==> src/rtl/riscv_mem_pkg.sv <==
// Shared definitions for the data-memory access path: size encodings,
// byte-enable and misalignment helpers, and the load response record.
package riscv_mem_pkg;

    localparam logic [1:0] SZ_BYTE = 2'b00;
    localparam logic [1:0] SZ_HALF = 2'b01;
    localparam logic [1:0] SZ_WORD = 2'b10;   // 2'b11 also decodes as word

    typedef enum logic {
        OWN_CORE = 1'b0,
        OWN_DBG  = 1'b1
    } owner_e;

    // Captured at every read-type grant, consumed one cycle later.
    typedef struct packed {
        owner_e     owner;
        logic [1:0] size;
        logic [1:0] offset;
        logic       uns;
        logic       err;
    } resp_t;

    function automatic logic [3:0] byte_en(input logic [1:0] size, input logic [1:0] offset);
        case (size)
            SZ_BYTE: byte_en = 4'b0001 << offset;
            SZ_HALF: byte_en = offset[1] ? 4'b1100 : 4'b0011;
            default: byte_en = 4'b1111;
        endcase
    endfunction

    function automatic logic misaligned(input logic [1:0] size, input logic [1:0] offset);
        case (size)
            SZ_BYTE: misaligned = 1'b0;
            SZ_HALF: misaligned = offset[0];
            default: misaligned = (offset != 2'b00);
        endcase
    endfunction

endpackage

==> src/rtl/dmem_arbiter_if.sv <==
// Bus bundle around the data-memory arbiter: core port, debug port and the
// single-port memory side. "slave" is the arbiter's view, "master" is the
// surrounding system (core, debug/loader and the memory itself).
interface dmem_arbiter_if #(parameter int MEM_AW = 10);

    logic              core_req;
    logic              core_we;
    logic [31:0]       core_addr;
    logic [1:0]        core_size;
    logic              core_unsigned;
    logic [31:0]       core_wdata;
    logic              core_gnt;
    logic              core_rvalid;
    logic [31:0]       core_rdata;
    logic              core_err;

    logic              dbg_req;
    logic              dbg_we;
    logic [31:0]       dbg_addr;
    logic [31:0]       dbg_wdata;
    logic              dbg_lock;
    logic              dbg_gnt;
    logic              dbg_rvalid;
    logic [31:0]       dbg_rdata;

    logic              mem_en;
    logic [3:0]        mem_we;
    logic [MEM_AW-1:0] mem_addr;
    logic [31:0]       mem_wdata;
    logic [31:0]       mem_rdata;

    modport slave (
        input  core_req, core_we, core_addr, core_size, core_unsigned, core_wdata,
        output core_gnt, core_rvalid, core_rdata, core_err,
        input  dbg_req, dbg_we, dbg_addr, dbg_wdata, dbg_lock,
        output dbg_gnt, dbg_rvalid, dbg_rdata,
        output mem_en, mem_we, mem_addr, mem_wdata,
        input  mem_rdata
    );

    modport master (
        output core_req, core_we, core_addr, core_size, core_unsigned, core_wdata,
        input  core_gnt, core_rvalid, core_rdata, core_err,
        output dbg_req, dbg_we, dbg_addr, dbg_wdata, dbg_lock,
        input  dbg_gnt, dbg_rvalid, dbg_rdata,
        input  mem_en, mem_we, mem_addr, mem_wdata,
        output mem_rdata
    );

endinterface

==> src/rtl/dmem_lane_align.sv <==
// Purely combinational byte-lane handling: steers store data onto the
// memory lanes with matching byte enables, and extracts/extends load data
// from a raw memory word.
module dmem_lane_align
    import riscv_mem_pkg::*;
(
    input  logic [1:0]  st_size,
    input  logic [1:0]  st_offset,
    input  logic [31:0] st_data,
    output logic [3:0]  st_be,
    output logic [31:0] st_wdata,
    input  logic [1:0]  ld_size,
    input  logic [1:0]  ld_offset,
    input  logic        ld_uns,
    input  logic [31:0] ld_word,
    output logic [31:0] ld_data
);

    logic [31:0] ld_shift;
    logic [7:0]  ld_byte;
    logic [15:0] ld_half;

    // Replicate the low byte/half across lanes; enables pick the live lane.
    always_comb begin
        st_be = byte_en(st_size, st_offset);
        case (st_size)
            SZ_BYTE: st_wdata = {4{st_data[7:0]}};
            SZ_HALF: st_wdata = {2{st_data[15:0]}};
            default: st_wdata = st_data;
        endcase
    end

    // Pick the addressed byte/half and sign- or zero-extend it.
    always_comb begin
        ld_shift = ld_word >> {ld_offset, 3'b000};
        ld_byte  = ld_shift[7:0];
        ld_half  = ld_offset[1] ? ld_word[31:16] : ld_word[15:0];
        case (ld_size)
            SZ_BYTE: ld_data = {{24{~ld_uns & ld_byte[7]}}, ld_byte};
            SZ_HALF: ld_data = {{16{~ld_uns & ld_half[15]}}, ld_half};
            default: ld_data = ld_word;
        endcase
    end

endmodule

==> src/rtl/dmem_arbiter.sv <==
// Data-memory arbiter between the core load/store path and a debug/loader
// port. Grants are combinational; load data returns one cycle after grant.
// Build option: define DMEM_ARB_DBG_EN to enable the debug port; otherwise
// debug inputs are ignored and the core owns the memory outright.
module dmem_arbiter
    import riscv_mem_pkg::*;
#(
    parameter int STARVE_MAX = 4,
    parameter int MEM_AW     = 10
) (
    input  logic          clk,
    input  logic          rst,
    dmem_arbiter_if.slave bus
);

    logic        core_gnt;
    logic        dbg_gnt;
    logic        core_mis;
    logic        core_rd;
    logic        dbg_rd;
    logic [3:0]  st_be;
    logic [31:0] st_wdata;
    logic [31:0] ld_data;
    resp_t       resp_q;
    logic        resp_vld;
    logic        core_rv;
    logic        dbg_rv;

    assign core_mis = misaligned(bus.core_size, bus.core_addr[1:0]);

`ifdef DMEM_ARB_DBG_EN
    logic [3:0] dbg_wait;
    logic       dbg_owner;
    logic       dbg_pri;

    assign dbg_pri = dbg_owner | (dbg_wait == 4'(STARVE_MAX));
    assign dbg_gnt = rst & bus.dbg_req & (dbg_pri | ~bus.core_req);

    // Starvation counter and lock ownership for the debug port.
    always_ff @(posedge clk) begin
        if (!rst) begin
            dbg_wait  <= '0;
            dbg_owner <= 1'b0;
        end else begin
            if (dbg_gnt || !bus.dbg_req)
                dbg_wait <= '0;
            else if (dbg_wait != 4'(STARVE_MAX))
                dbg_wait <= dbg_wait + 4'd1;
            if (!bus.dbg_req || !bus.dbg_lock)
                dbg_owner <= 1'b0;
            else if (dbg_gnt)
                dbg_owner <= 1'b1;
        end
    end
`else
    logic unused_dbg;
    assign dbg_gnt    = 1'b0;
    assign unused_dbg = ^{bus.dbg_req, bus.dbg_we, bus.dbg_lock, bus.dbg_wdata, 4'(STARVE_MAX)};
`endif

    // Outputs are held at zero while reset is asserted, hence the rst terms.
    assign core_gnt = rst & bus.core_req & ~dbg_gnt;

    // Misaligned core accesses return an error response whether load or store.
    assign core_rd = core_gnt & (~bus.core_we | core_mis);
    assign dbg_rd  = dbg_gnt & ~bus.dbg_we;

    logic unused_addr;
    assign unused_addr = ^{bus.core_addr[31:MEM_AW+2], bus.dbg_addr[31:MEM_AW+2], bus.dbg_addr[1:0]};

    dmem_lane_align u_align (
        .st_size   (bus.core_size),
        .st_offset (bus.core_addr[1:0]),
        .st_data   (bus.core_wdata),
        .st_be     (st_be),
        .st_wdata  (st_wdata),
        .ld_size   (resp_q.size),
        .ld_offset (resp_q.offset),
        .ld_uns    (resp_q.uns),
        .ld_word   (bus.mem_rdata),
        .ld_data   (ld_data)
    );

    // Drive the memory from whichever requester holds the grant this cycle.
    always_comb begin
        bus.mem_en    = 1'b0;
        bus.mem_we    = 4'b0000;
        bus.mem_addr  = '0;
        bus.mem_wdata = '0;
        if (dbg_gnt) begin
            bus.mem_en    = 1'b1;
            bus.mem_we    = bus.dbg_we ? 4'b1111 : 4'b0000;
            bus.mem_addr  = bus.dbg_addr[MEM_AW+1:2];
            bus.mem_wdata = bus.dbg_wdata;
        end else if (core_gnt && !core_mis) begin
            bus.mem_en    = 1'b1;
            bus.mem_we    = bus.core_we ? st_be : 4'b0000;
            bus.mem_addr  = bus.core_addr[MEM_AW+1:2];
            bus.mem_wdata = st_wdata;
        end
    end

    // Remember who asked and how to format the word arriving next cycle.
    always_ff @(posedge clk) begin
        if (!rst) begin
            resp_vld <= 1'b0;
            resp_q   <= '0;
        end else begin
            resp_vld <= core_rd | dbg_rd;
            if (core_rd)
                resp_q <= '{owner: OWN_CORE, size: bus.core_size, offset: bus.core_addr[1:0],
                            uns: bus.core_unsigned, err: core_mis};
            else if (dbg_rd)
                resp_q <= '{owner: OWN_DBG, size: SZ_WORD, offset: 2'b00, uns: 1'b0, err: 1'b0};
        end
    end

    assign core_rv = rst & resp_vld & (resp_q.owner == OWN_CORE);
    assign dbg_rv  = rst & resp_vld & (resp_q.owner == OWN_DBG);

    // Response outputs; rdata is forced to zero outside its valid cycle.
    always_comb begin
        bus.core_gnt    = core_gnt;
        bus.core_rvalid = core_rv;
        bus.core_err    = core_rv & resp_q.err;
        bus.core_rdata  = (core_rv && !resp_q.err) ? ld_data : 32'h0;
`ifdef DMEM_ARB_DBG_EN
        bus.dbg_gnt     = dbg_gnt;
        bus.dbg_rvalid  = dbg_rv;
        bus.dbg_rdata   = dbg_rv ? bus.mem_rdata : 32'h0;
`else
        bus.dbg_gnt     = 1'b0;
        bus.dbg_rvalid  = 1'b0;
        bus.dbg_rdata   = 32'h0;
`endif
    end

endmodule

==> src/flat_wrapper.sv <==
// flat-port wrapper written by rule: the top's interface ports become plain ports
module dmem_arbiter_flat import riscv_mem_pkg::*;
#(
    parameter int STARVE_MAX = 4,
    parameter int MEM_AW     = 10
)
  (clk, rst, bus_core_req, bus_core_we, bus_core_addr, bus_core_size, bus_core_unsigned, bus_core_wdata, bus_core_gnt, bus_core_rvalid, bus_core_rdata, bus_core_err, bus_dbg_req, bus_dbg_we, bus_dbg_addr, bus_dbg_wdata, bus_dbg_lock, bus_dbg_gnt, bus_dbg_rvalid, bus_dbg_rdata, bus_mem_en, bus_mem_we, bus_mem_addr, bus_mem_wdata, bus_mem_rdata);
  dmem_arbiter_if #(.MEM_AW(MEM_AW)) bus_i ();
  input  logic clk;
  input  logic rst;
  input wire logic [$bits(bus_i.core_req)-1:0] bus_core_req;
  input wire logic [$bits(bus_i.core_we)-1:0] bus_core_we;
  input wire logic [$bits(bus_i.core_addr)-1:0] bus_core_addr;
  input wire logic [$bits(bus_i.core_size)-1:0] bus_core_size;
  input wire logic [$bits(bus_i.core_unsigned)-1:0] bus_core_unsigned;
  input wire logic [$bits(bus_i.core_wdata)-1:0] bus_core_wdata;
  output wire logic [$bits(bus_i.core_gnt)-1:0] bus_core_gnt;
  output wire logic [$bits(bus_i.core_rvalid)-1:0] bus_core_rvalid;
  output wire logic [$bits(bus_i.core_rdata)-1:0] bus_core_rdata;
  output wire logic [$bits(bus_i.core_err)-1:0] bus_core_err;
  input wire logic [$bits(bus_i.dbg_req)-1:0] bus_dbg_req;
  input wire logic [$bits(bus_i.dbg_we)-1:0] bus_dbg_we;
  input wire logic [$bits(bus_i.dbg_addr)-1:0] bus_dbg_addr;
  input wire logic [$bits(bus_i.dbg_wdata)-1:0] bus_dbg_wdata;
  input wire logic [$bits(bus_i.dbg_lock)-1:0] bus_dbg_lock;
  output wire logic [$bits(bus_i.dbg_gnt)-1:0] bus_dbg_gnt;
  output wire logic [$bits(bus_i.dbg_rvalid)-1:0] bus_dbg_rvalid;
  output wire logic [$bits(bus_i.dbg_rdata)-1:0] bus_dbg_rdata;
  output wire logic [$bits(bus_i.mem_en)-1:0] bus_mem_en;
  output wire logic [$bits(bus_i.mem_we)-1:0] bus_mem_we;
  output wire logic [$bits(bus_i.mem_addr)-1:0] bus_mem_addr;
  output wire logic [$bits(bus_i.mem_wdata)-1:0] bus_mem_wdata;
  input wire logic [$bits(bus_i.mem_rdata)-1:0] bus_mem_rdata;
  assign bus_i.core_req = bus_core_req;
  assign bus_i.core_we = bus_core_we;
  assign bus_i.core_addr = bus_core_addr;
  assign bus_i.core_size = bus_core_size;
  assign bus_i.core_unsigned = bus_core_unsigned;
  assign bus_i.core_wdata = bus_core_wdata;
  assign bus_core_gnt = bus_i.core_gnt;
  assign bus_core_rvalid = bus_i.core_rvalid;
  assign bus_core_rdata = bus_i.core_rdata;
  assign bus_core_err = bus_i.core_err;
  assign bus_i.dbg_req = bus_dbg_req;
  assign bus_i.dbg_we = bus_dbg_we;
  assign bus_i.dbg_addr = bus_dbg_addr;
  assign bus_i.dbg_wdata = bus_dbg_wdata;
  assign bus_i.dbg_lock = bus_dbg_lock;
  assign bus_dbg_gnt = bus_i.dbg_gnt;
  assign bus_dbg_rvalid = bus_i.dbg_rvalid;
  assign bus_dbg_rdata = bus_i.dbg_rdata;
  assign bus_mem_en = bus_i.mem_en;
  assign bus_mem_we = bus_i.mem_we;
  assign bus_mem_addr = bus_i.mem_addr;
  assign bus_mem_wdata = bus_i.mem_wdata;
  assign bus_i.mem_rdata = bus_mem_rdata;
  dmem_arbiter #(.STARVE_MAX(STARVE_MAX), .MEM_AW(MEM_AW)) u_core (.clk(clk), .rst(rst), .bus(bus_i));
endmodule
==> config.mk <==
export PLATFORM = sky130hd
export DESIGN_NAME = dmem_arbiter_flat
export DESIGN_NICKNAME = d
export VERILOG_FILES = /design/src/rtl/riscv_mem_pkg.sv /design/src/rtl/dmem_arbiter_if.sv /design/src/rtl/dmem_lane_align.sv /design/src/rtl/dmem_arbiter.sv /design/src/flat_wrapper.sv
export SDC_FILE = /design/constraint.sdc
export NUM_CORES = 1
export LEC_CHECK = 0
export ABC_AREA = 1
export BUFFER_PORTS_ARGS = -buffer_cell sky130_fd_sc_hd__buf_2
export CAP_MARGIN = 20
export CORE_AREA = 2 2 112 114
export DETAILED_ROUTE_END_ITERATION = 12
export DIE_AREA = 0 0 114 116
export PLACE_DENSITY = 0.61
export SETUP_SLACK_MARGIN = 0.1
export SLEW_MARGIN = 30
export SYNTH_ARGS = -nofsm -noshare
export SYNTH_HDL_FRONTEND = slang
export SYNTH_HIERARCHICAL = 1
export SYNTH_SLANG_ARGS = --single-unit
==> constraint.sdc <==
create_clock -name clk -period 1.5 [get_ports clk]
set_input_delay 0.3 -clock clk [delete_from_list [all_inputs] [get_ports clk]]
set_output_delay 0.3 -clock clk [all_outputs]
set_load 0.05 [all_outputs]
# [Word-level counts from Yosys, hierarchy flattened]
# Cells that the tools add are included.
[classes] mux=12 shift=2 reduce_logical=7 n_eq_ne=2 bitwise_logic=9
[ops] cell="case mux 32 bit (2 select lines)" n=2
[ops] cell="2-to-1 mux 32 bit" n=2
[ops] cell=">> shifter 32 x 5 -> 8 bit" n=1
[ops] cell="2-to-1 mux 16 bit" n=1
[ops] cell="2-to-1 mux 4 bit" n=3
[ops] cell="2-to-1 mux 10 bit" n=1
[ops] cell="case mux 4 bit (2 select lines)" n=1
[ops] cell="AND 1 bit" n=6
[ops] cell="equality test 2 x 1 -> 1 bit, second input constant" n=2
[ops] cell="logical NOT 2 bit" n=2
[ops] cell="<< shifter 1 x 2 -> 4 bit, first input constant" n=1
[ops] cell="logical AND 1 bit" n=2
[ops] cell="logical NOT 1 bit" n=2
[ops] cell="inverter 1 bit" n=2
[ops] cell="case mux 1 bit (2 select lines)" n=1
[ops] cell="nonzero test 2 bit" n=1
[ops] cell="2-to-1 mux 1 bit" n=1
[ops] cell="bitwise OR 1 bit" n=1
[word_totals] input_bits=170 out_inout_bits=116 register_bits=7

# [Longest topological paths before layout]
# Gate-level depths: netlist of the first run.
[logic_depth] ltp_word=5 depth_mapped=11 depth_no_buf=9

# [Hierarchy]
# The synthesis of the first run kept the hierarchy.
[by_module_without_submodules] mod="dmem_lane_align" cells_per_inst=249 instances=1 area_each_um2=1342.5 seq_area_each_um2=0.0
[by_module_without_submodules] mod="dmem_arbiter" cells_per_inst=249 instances=1 area_each_um2=1224.9 seq_area_each_um2=140.1

# [Least setup slack after synthesis of the first run]
# No wires, ideal clock.
[synth_path] kind="input port to output port" from="input port bus_core_addr[0]" to="output port bus_mem_addr[0]" slack_ps=-780 required_time_ps=1200 arrival_ps=1980 path_stages=6 n_path_buf=1 cell_sequence="inv_1 > nand2_1 > a21oi_2 > inv_2 > buf_2 > nor2_1"
[synth_via] elab_chain_len=5
[synth_lines] item="start, declared" line_no="flat_wrapper.sv:13" text="input wire logic [$bits(bus_i.core_addr)-1:0] bus_core_addr;"
[synth_lines] item="nonzero test 2 bit" line_no="riscv_mem_pkg.sv:35" text="default: misaligned = (offset != 2'b00);"
[synth_lines] item="case mux 1 bit (2 select lines) *" line_no="riscv_mem_pkg.sv:32" text="case (size)"
[synth_lines] item="logical NOT 1 bit *" line_no="dmem_arbiter.sv:95" text="end else if (core_gnt && !core_mis) begin"
[synth_lines] item="logical AND 1 bit *" line_no="dmem_arbiter.sv:95"
[synth_lines] item="2-to-1 mux 10 bit *" line_no="dmem_arbiter.sv:95"
[synth_lines] item="end, declared" line_no="flat_wrapper.sv:31" text="output wire logic [$bits(bus_i.mem_addr)-1:0] bus_mem_addr;"
# Mark *: on every way between the ends. The rest lies on a longest branch, timed or not.

# [Final worst setup path of the first run]
[layout_path] from="register u_core/resp_q[3] (netlist bit)" to="output port bus_core_rdata[13]"
[layout_via] elab_chain_len=4 elab_cells_between_ends=5 classes_between="shift: 1; mux: 3; bitwise: 1"
[layout_lines] item="start, declared" line_no="dmem_arbiter.sv:24" text="resp_t resp_q;"
[layout_lines] item="start signal, assigned" line_no="dmem_arbiter.sv:111" text="resp_q <= '{owner: OWN_CORE, size: bus.core_size, offset: bus.core_addr[1:0],"
[layout_lines] item="start signal, assigned" line_no="dmem_arbiter.sv:114" text="resp_q <= '{owner: OWN_DBG, size: SZ_WORD, offset: 2'b00, uns: 1'b0, err: 1'b0};"
[layout_lines] item=">> shifter 32 x 5 -> 8 bit" line_no="dmem_lane_align.sv:35" text="ld_shift = ld_word >> {ld_offset, 3'b000};"
[layout_lines] item="AND 1 bit" line_no="dmem_lane_align.sv:39" text="SZ_BYTE: ld_data = {{24{~ld_uns & ld_byte[7]}}, ld_byte};"
[layout_lines] item="case mux 32 bit (2 select lines) *" line_no="dmem_lane_align.sv:38" text="case (ld_size)"
[layout_lines] item="via u_core.ld_data[13]" line_no="dmem_arbiter.sv:23" text="logic [31:0] ld_data;"
[layout_lines] item="2-to-1 mux 32 bit *" line_no="dmem_arbiter.sv:126" text="bus.core_rdata = (core_rv && !resp_q.err) ? ld_data : 32'h0;"
[layout_lines] item="end, declared" line_no="flat_wrapper.sv:19" text="output wire logic [$bits(bus_i.core_rdata)-1:0] bus_core_rdata;"
# The timed path passes the listed nets; every way through them passes the cells marked *.

==> results of run 1 <==
==> cell families after synthesis <==
logic type / Yosys count / share of synthesized area
AOI/OAI and AO/OA: 24 / 0.0580
buffers and inverters: 161 / 0.340
other: 1 / 0.00146
and+or+nand+nor: 305 / 0.546
DFF: 7 / 0.0546
==> per-stage QoR <==
stage	area [µm²]	util	cells
final	5730	0.481	855
after floorplan	3400	-	531
after CTS	5530	0.464	858
after global routing	5730	0.481	855
after detailed placement	4240	0.356	822
after global placement	4240	0.356	822
==> sequential cells by signal, summed over array words and instances (netlist names) <==
signal,flops
u_core/resp_vld,1
u_core/resp_q,6
==> how the worst min path moves through the flow <==
| stage | from | endpoint | slack (ns) |
|---|---|---|---|
| floorplan | u_core/resp_q[0] | u_core/resp_q[0] | 0.44 |
| CTS | rst | u_core/resp_q[2] | 0.35 |
| global placement | u_core/resp_q[0] | u_core/resp_q[0] | 0.46 |
| finish | rst | u_core/resp_q[2] | 0.35 |
| detailed placement | u_core/resp_q[0] | u_core/resp_q[0] | 0.46 |
| global route | rst | u_core/resp_q[2] | 0.36 |
==> layout make-up <==
type,instances,share of cell area
Inverter,95,0.0718
Sequential cell,7,0.0262
Clock inverter,1,0.000873
Tap cell,147,0.0321
Clock buffer,3,0.0131
Timing Repair Buffer,235,0.407
Multi-Input combinational cell,367,0.449
==> metal layers <==
| metal | vias to the layer above | global-route usage | part of all wire |
|---|---|---|---|
| li1 | 1808 | - | - |
| met1 | 1629 | 0.176 | 0.36 |
| met2 | 174 | 0.306 | 0.51 |
| met3 | 22 | 0.0549 | 0.10 |
| met4 | 0 | 0.0520 | 0.029 |
| met5 | - | 0 | 0 |
==> synthesized netlist by cell type, drive strengths merged <==
library cell,instances,area share
nor2,95,0.14
a22oi,1,0.0029
and2,7,0.020
dfxtp,7,0.055
buf,59,0.19
o21ai,12,0.023
o211ai,9,0.026
conb,1,0.0015
clkbuf,7,0.010
nand2,160,0.25
inv,95,0.14
a21oi,2,0.0054
or2,8,0.020
nand3,35,0.11
==> timing repair <==
action | 4_1_cts | 5_1_grt
pin swaps | 23 | 38
resized for setup | 265 | 80
gates cloned | 9 | 0
hold endpoints to repair | 0 | 0
buffers inserted | 23 | 3
endpoints found under the setup margin | 81 | 81
==> tightest hold or removal path, stage by stage <==
cell,delay [ns]
buf_4,0.15
nand2_1,0.07
nor2_1,0.03
==> power breakdown <==
part	internal, mW	switching, mW	leakage [nW]
logic	0.827	1.40	2.84
registers	0.203	0.0226	0.0599
clock network	0.350	0.104	0.0409
==> reports/metrics.yaml, run 1 <==
worst_setup_path:
  crit_path_end: "bus_core_rdata[13]"
  crit_start: "u_core/resp_q[3]"
  cpMostUsedCell: "buf_6"
  cp_slowest_stage_delay_ns: 0.41
  startpoint_type: "register"
  endpoint_kind: "output port"
  cp_num_buf_inv: 3
  crit_required_ns: 1.20
  worstReg2RegStart: "u_core/resp_q[3]"
  crit_arrival_ns: 1.55
  r2r_cells: 4
  critPathSlowestCell: "dfxtp_4"
  r2r_end: "u_core/resp_q[3]"
  r2r_slack_ns: 0.62
  crit_fanout: 6
  cp_num_cells: 8
  cp_top_family: "simple AND/OR/NAND/NOR gates"
  worstPathCellList: "buf_6, nand2_2, and2_4, or2_1, nand3_2, inv_2, nor2_4, buf_6"
  criticalPathCategory: "reg2out"
cells_and_area:
  layout_commonest_cell: "nand2_1"
  drive_gt1_frac: 0.637
  multi_input_area_um2: 2570
  nets: 879
  ff_latch_area_um2: 150
  nFillCells: 1167
  num_antenna_cells: 0
  area_growth_pct: 123
  final_cell_mix: "nand2_1 (121), nor2_4 (83), buf_2 (78)"
synth:
  ys_ff_latch: 7
  ys_types: 28
  syn_area_per_cell_um2: 5.16
  syn_area_um2: 2570
  yosysWarnings: 6
  syn_inst: 498
  seq_area_frac_synth: 0.0546
sta:
  setup_tns_ns: -15.40
  final.setup.worst_slack_ns: -0.351
  timing.fmax_mhz: 540
  timing.final.crit_share: 1.23
  rsz0062_at_grt: "yes"
  setup_violations: 78
  hold_violations: 0
  finalHoldWorstSlack_ns: 0.353
  min_period_ns: 1.85
  finalMaxSlewViolations: 0
  skew_ns: 0
clocking:
  cts_tree: "built"
  hold_buffers: 0
  worstSkewPairLatency_ns: 0.23
  cts_buffer_depth: 2
  htreeDepth: 1
  clkTransAtPathRegs_ns: 0.04
  cts.sinks: 7
  numCtsBuffers: 3
  cts_root_buf: "clkbuf_16"
global_route:
  antenna_found_initial: 0
  grt_overflow: 0
  grt_pass1_vias: 3590
  grt_use_total: 0.165
  grt_max_degree: 18
  grt_pass1_wl_mm: 17.3
routing:
  drt_pre_antenna_iters: 5
  drtIter0Drc: 168
  avgViaCountPerCell: 4.25
  postRouteWirelength_mm: 11.1
  ant_nets: 0
  vias: 3633
  drc: 0
  wl_per_cell_um: 12.9
floorplan:
  die_area_um2: 13200
  die_h_um: 116
  num_rows: 40
  die_x_um: 114
  initial_utilization: 0.216
  ios: 286
  core-area_um2: 11900
power:
  p_leak_nw: 2.94
  totalPowerFinal_mw: 2.91
  p_per_area_nw_per_um2: 507
  ir_worst_vdd_uv: 265
placed_design:
  place_congestion: 0.840
  pre_cts_slack_ns: -0.379
  post-dp-hpwl_mm: 8.13
  portBuffers: 164
outcome:
  outcome: "finished with violations"
  violations: "setup timing"
run:
  drv_cap: 0
worst_hold_path:
  whs_path_depth: 3
  hold_path_class: "in2reg"
No activity file was read; power rests on OpenSTA's default activity.
==> run 2, diff against run 1 <==
--- a/config.mk
+++ b/config.mk
@@ -8,11 +8,13 @@
 export ABC_AREA = 1
 export BUFFER_PORTS_ARGS = -buffer_cell sky130_fd_sc_hd__buf_2
 export CAP_MARGIN = 20
-export CORE_AREA = 2 2 112 114
+export CORE_AREA = 2 2 110 112
 export DETAILED_ROUTE_END_ITERATION = 12
-export DIE_AREA = 0 0 114 116
-export PLACE_DENSITY = 0.61
+export DIE_AREA = 0 0 112 114
+export MAX_ROUTING_LAYER = met4
+export PLACE_DENSITY = 0.65
 export SETUP_SLACK_MARGIN = 0.1
+export SKIP_CTS_REPAIR_TIMING = 1
 export SLEW_MARGIN = 30
 export SYNTH_ARGS = -nofsm -noshare
 export SYNTH_HDL_FRONTEND = slang
==> constraint.sdc (replaced) <==
create_clock -name clk -period 1.6 [get_ports clk]
set_input_delay 0.32 -clock clk [delete_from_list [all_inputs] [get_ports clk]]
set_output_delay 0.32 -clock clk [all_outputs]
set_load 0.05 [all_outputs]
==> run 2 against run 1 <==
The run still ends with setup timing left. Hold slack improved by 0.062 ns. Die area shrank 3.4%. Total power fell by 4.7%. First-iteration DRC count rose by 18%. Non-clock buffer count is 3 lower. Final cell count down 0.23%. Global-route usage down 1.7 points. Count of clock-buffer cells in the layout grew 1.
==> reports/metrics.yaml, run 2 (same netlist as run 1, synthesis figures left out) <==
sta:
  final.setup.worst_slack_ns: -0.305  # +0.0452 ns
  setup_tns_ns: -13.14  # +2.26 ns
  rsz0062_at_grt: "yes"
  timing.final.crit_share: 1.19
  hold_violations: 0  # unchanged
  min_period_ns: 1.91
  skew_ns: 0  # unchanged
  setup_violations: 78  # unchanged
  timing.fmax_mhz: 525
  finalMaxSlewViolations: 0  # unchanged
run:
  drv_cap: 0  # unchanged
global_route:
  grt_overflow: 0  # unchanged
  antenna_found_initial: 1  # +1
  grt_pass1_wl_mm: 14.8  # -14%
  grt_use_total: 0.148  # -0.0171
  grt_pass1_vias: 3149  # -12%
  grt_max_degree: 25  # +7
worst_setup_path:
  r2r_cells: 4  # unchanged
  cp_num_buf_inv: 4  # +1
  endpoint_kind: "output port"
  cp_slowest_stage_delay_ns: 0.42  # about the same
  cp_num_cells: 8  # unchanged
  cpMostUsedCell: "buf_6"
  crit_fanout: 6  # unchanged
  cp_top_family: "buffers and inverters"
  criticalPathCategory: "reg2out"
  critPathSlowestCell: "dfxtp_4"
  startpoint_type: "register"
  crit_arrival_ns: 1.59  # +0.04 ns
  crit_required_ns: 1.28  # +0.08 ns
  worstPathCellList: "buf_6, nand2_2, and2_4, buf_6, o211ai_1, inv_1, nor2_4, buf_8"
power:
  ir_worst_vdd_uv: 363  # +37%
  p_per_area_nw_per_um2: 486  # -4.1%
  p_leak_nw: 2.91  # -0.99%
  totalPowerFinal_mw: 2.77  # -4.7%
floorplan:
  num_rows: 40  # unchanged
  core-area_um2: 11700  # -1.7%
  die_x_um: 112  # -1.8%
  die_area_um2: 12800  # -3.4%
  die_h_um: 114  # -1.7%
  initial_utilization: 0.219  # +0.00368
  ios: 286  # unchanged
clocking:
  cts_tree: "built"
  htreeDepth: 1  # unchanged
  numCtsBuffers: 3  # unchanged
  cts_root_buf: "clkbuf_16"
  clkTransAtPathRegs_ns: 0.04  # about the same
  cts_buffer_depth: 2  # unchanged
  worstSkewPairLatency_ns: 0.23  # about the same
  cts.sinks: 7  # unchanged
routing:
  postRouteWirelength_mm: 11.3  # +1.6%
  avgViaCountPerCell: 4.30  # +1.2%
  drtIter0Drc: 199  # +18%
  drt_pre_antenna_iters: 5  # unchanged
  drc: 0  # unchanged
  wl_per_cell_um: 13.2  # +1.9%
  vias: 3669  # +0.99%
  ant_nets: 0  # unchanged
cells_and_area:
  largest_reg_flops: 6  # unchanged
  largestRegisters: "u_core/resp_q (6), u_core/resp_vld (1)"
  drive_gt1_frac: 0.621  # -0.0157
  final_cell_mix: "nand2_1 (134), buf_2 (81), nor2_4 (79)"
  area_growth_pct: 122
  nets: 876  # -0.34%
  top_register: "u_core/resp_q"
  final_area_um2: 5700  # -0.59%
  layout_commonest_cell: "nand2_1"
placed_design:
  post-dp-hpwl_mm: 7.98  # -1.8%
  place_congestion: 0.893  # +6.4%
  place_area_um2: 4250  # +0.30%
  portBuffers: 164  # unchanged
outcome:
  violations: "setup timing"
  outcome: "finished with violations"
worst_hold_path:
  hold_path_class: "in2reg"
  whs_path_depth: 5  # +2
## run 2: changes by cell type in the layout (fill, tap and decap cells not counted), moves of 6 or more
cell | previous run | this run
buf_4 | 44 | 38
clkbuf_16 | 3 | 9
nand2_2 | 25 | 14
o21ai_0 | 3 | 9
inv_1 | 60 | 52
nand3_2 | 28 | 21
nand2_1 | 121 | 134
## run 2: power breakdown
group	internal [mW]	total, mW	switching (mW)
sequential	0.191	0.212	0.0207
clock	0.331	0.424	0.0929
combinational	0.797	2.13	1.34
total	1.32	2.77	1.45
## run 2: per-layer routing
| metal | up-vias | global-route usage | wire length (µm) |
|---|---|---|---|
| li1 | 1799 | - | - |
| met1 | 1653 | 0.170 | 4130 |
| met2 | 190 | 0.255 | 5620 |
| met3 | 27 | 0.0430 | 1180 |
| met4 | 0 | 0.0341 | 327 |
| met5 | - | - | 0 |
## run 2: cell type report
cell class                 count  area (µm²)
antenna                        1        2.50
clock buffer                   4        78.8
fill                        1111        6010
inverter                      95         414
multi-input combinational    367        2530
sequential                     7         148
tap                          147         184
timing repair buffer         232        2340
## run 2: worst min-delay path: cells and delay by family
family	cells	cell delay, ns
simple gates	3	0.16
buf+inv	2	0.13
## run 2: path summary, 6_finish.rpt
kind                                   startpoint                end  slack [ns]
worst max-delay path             u_core/resp_q[3]  bus_core_rdata[1]       -0.31
worst min-delay path            bus_core_unsigned   u_core/resp_q[1]        0.42
worst max register to register   u_core/resp_q[3]   u_core/resp_q[3]        0.70
worst min register to register   u_core/resp_q[0]   u_core/resp_q[0]        0.46
## run 2: through the flow
| step | instances | hold slack, ns | util | worst slack, ns |
|---|---|---|---|---|
| 6_report | 853 | 0.415 | 0.486 | -0.305 |
| 5_1_grt | 853 | 0.457 | 0.486 | -0.380 |
| 4_1_cts | 824 | 0.426 | 0.370 | -0.589 |
| 3_5_place_dp | 820 | 0.463 | 0.363 | -0.342 |
| 3_3_place_gp | 820 | 0.455 | 0.363 | -0.338 |
| 2_1_floorplan | 531 | 0.443 | - | -0.181 |
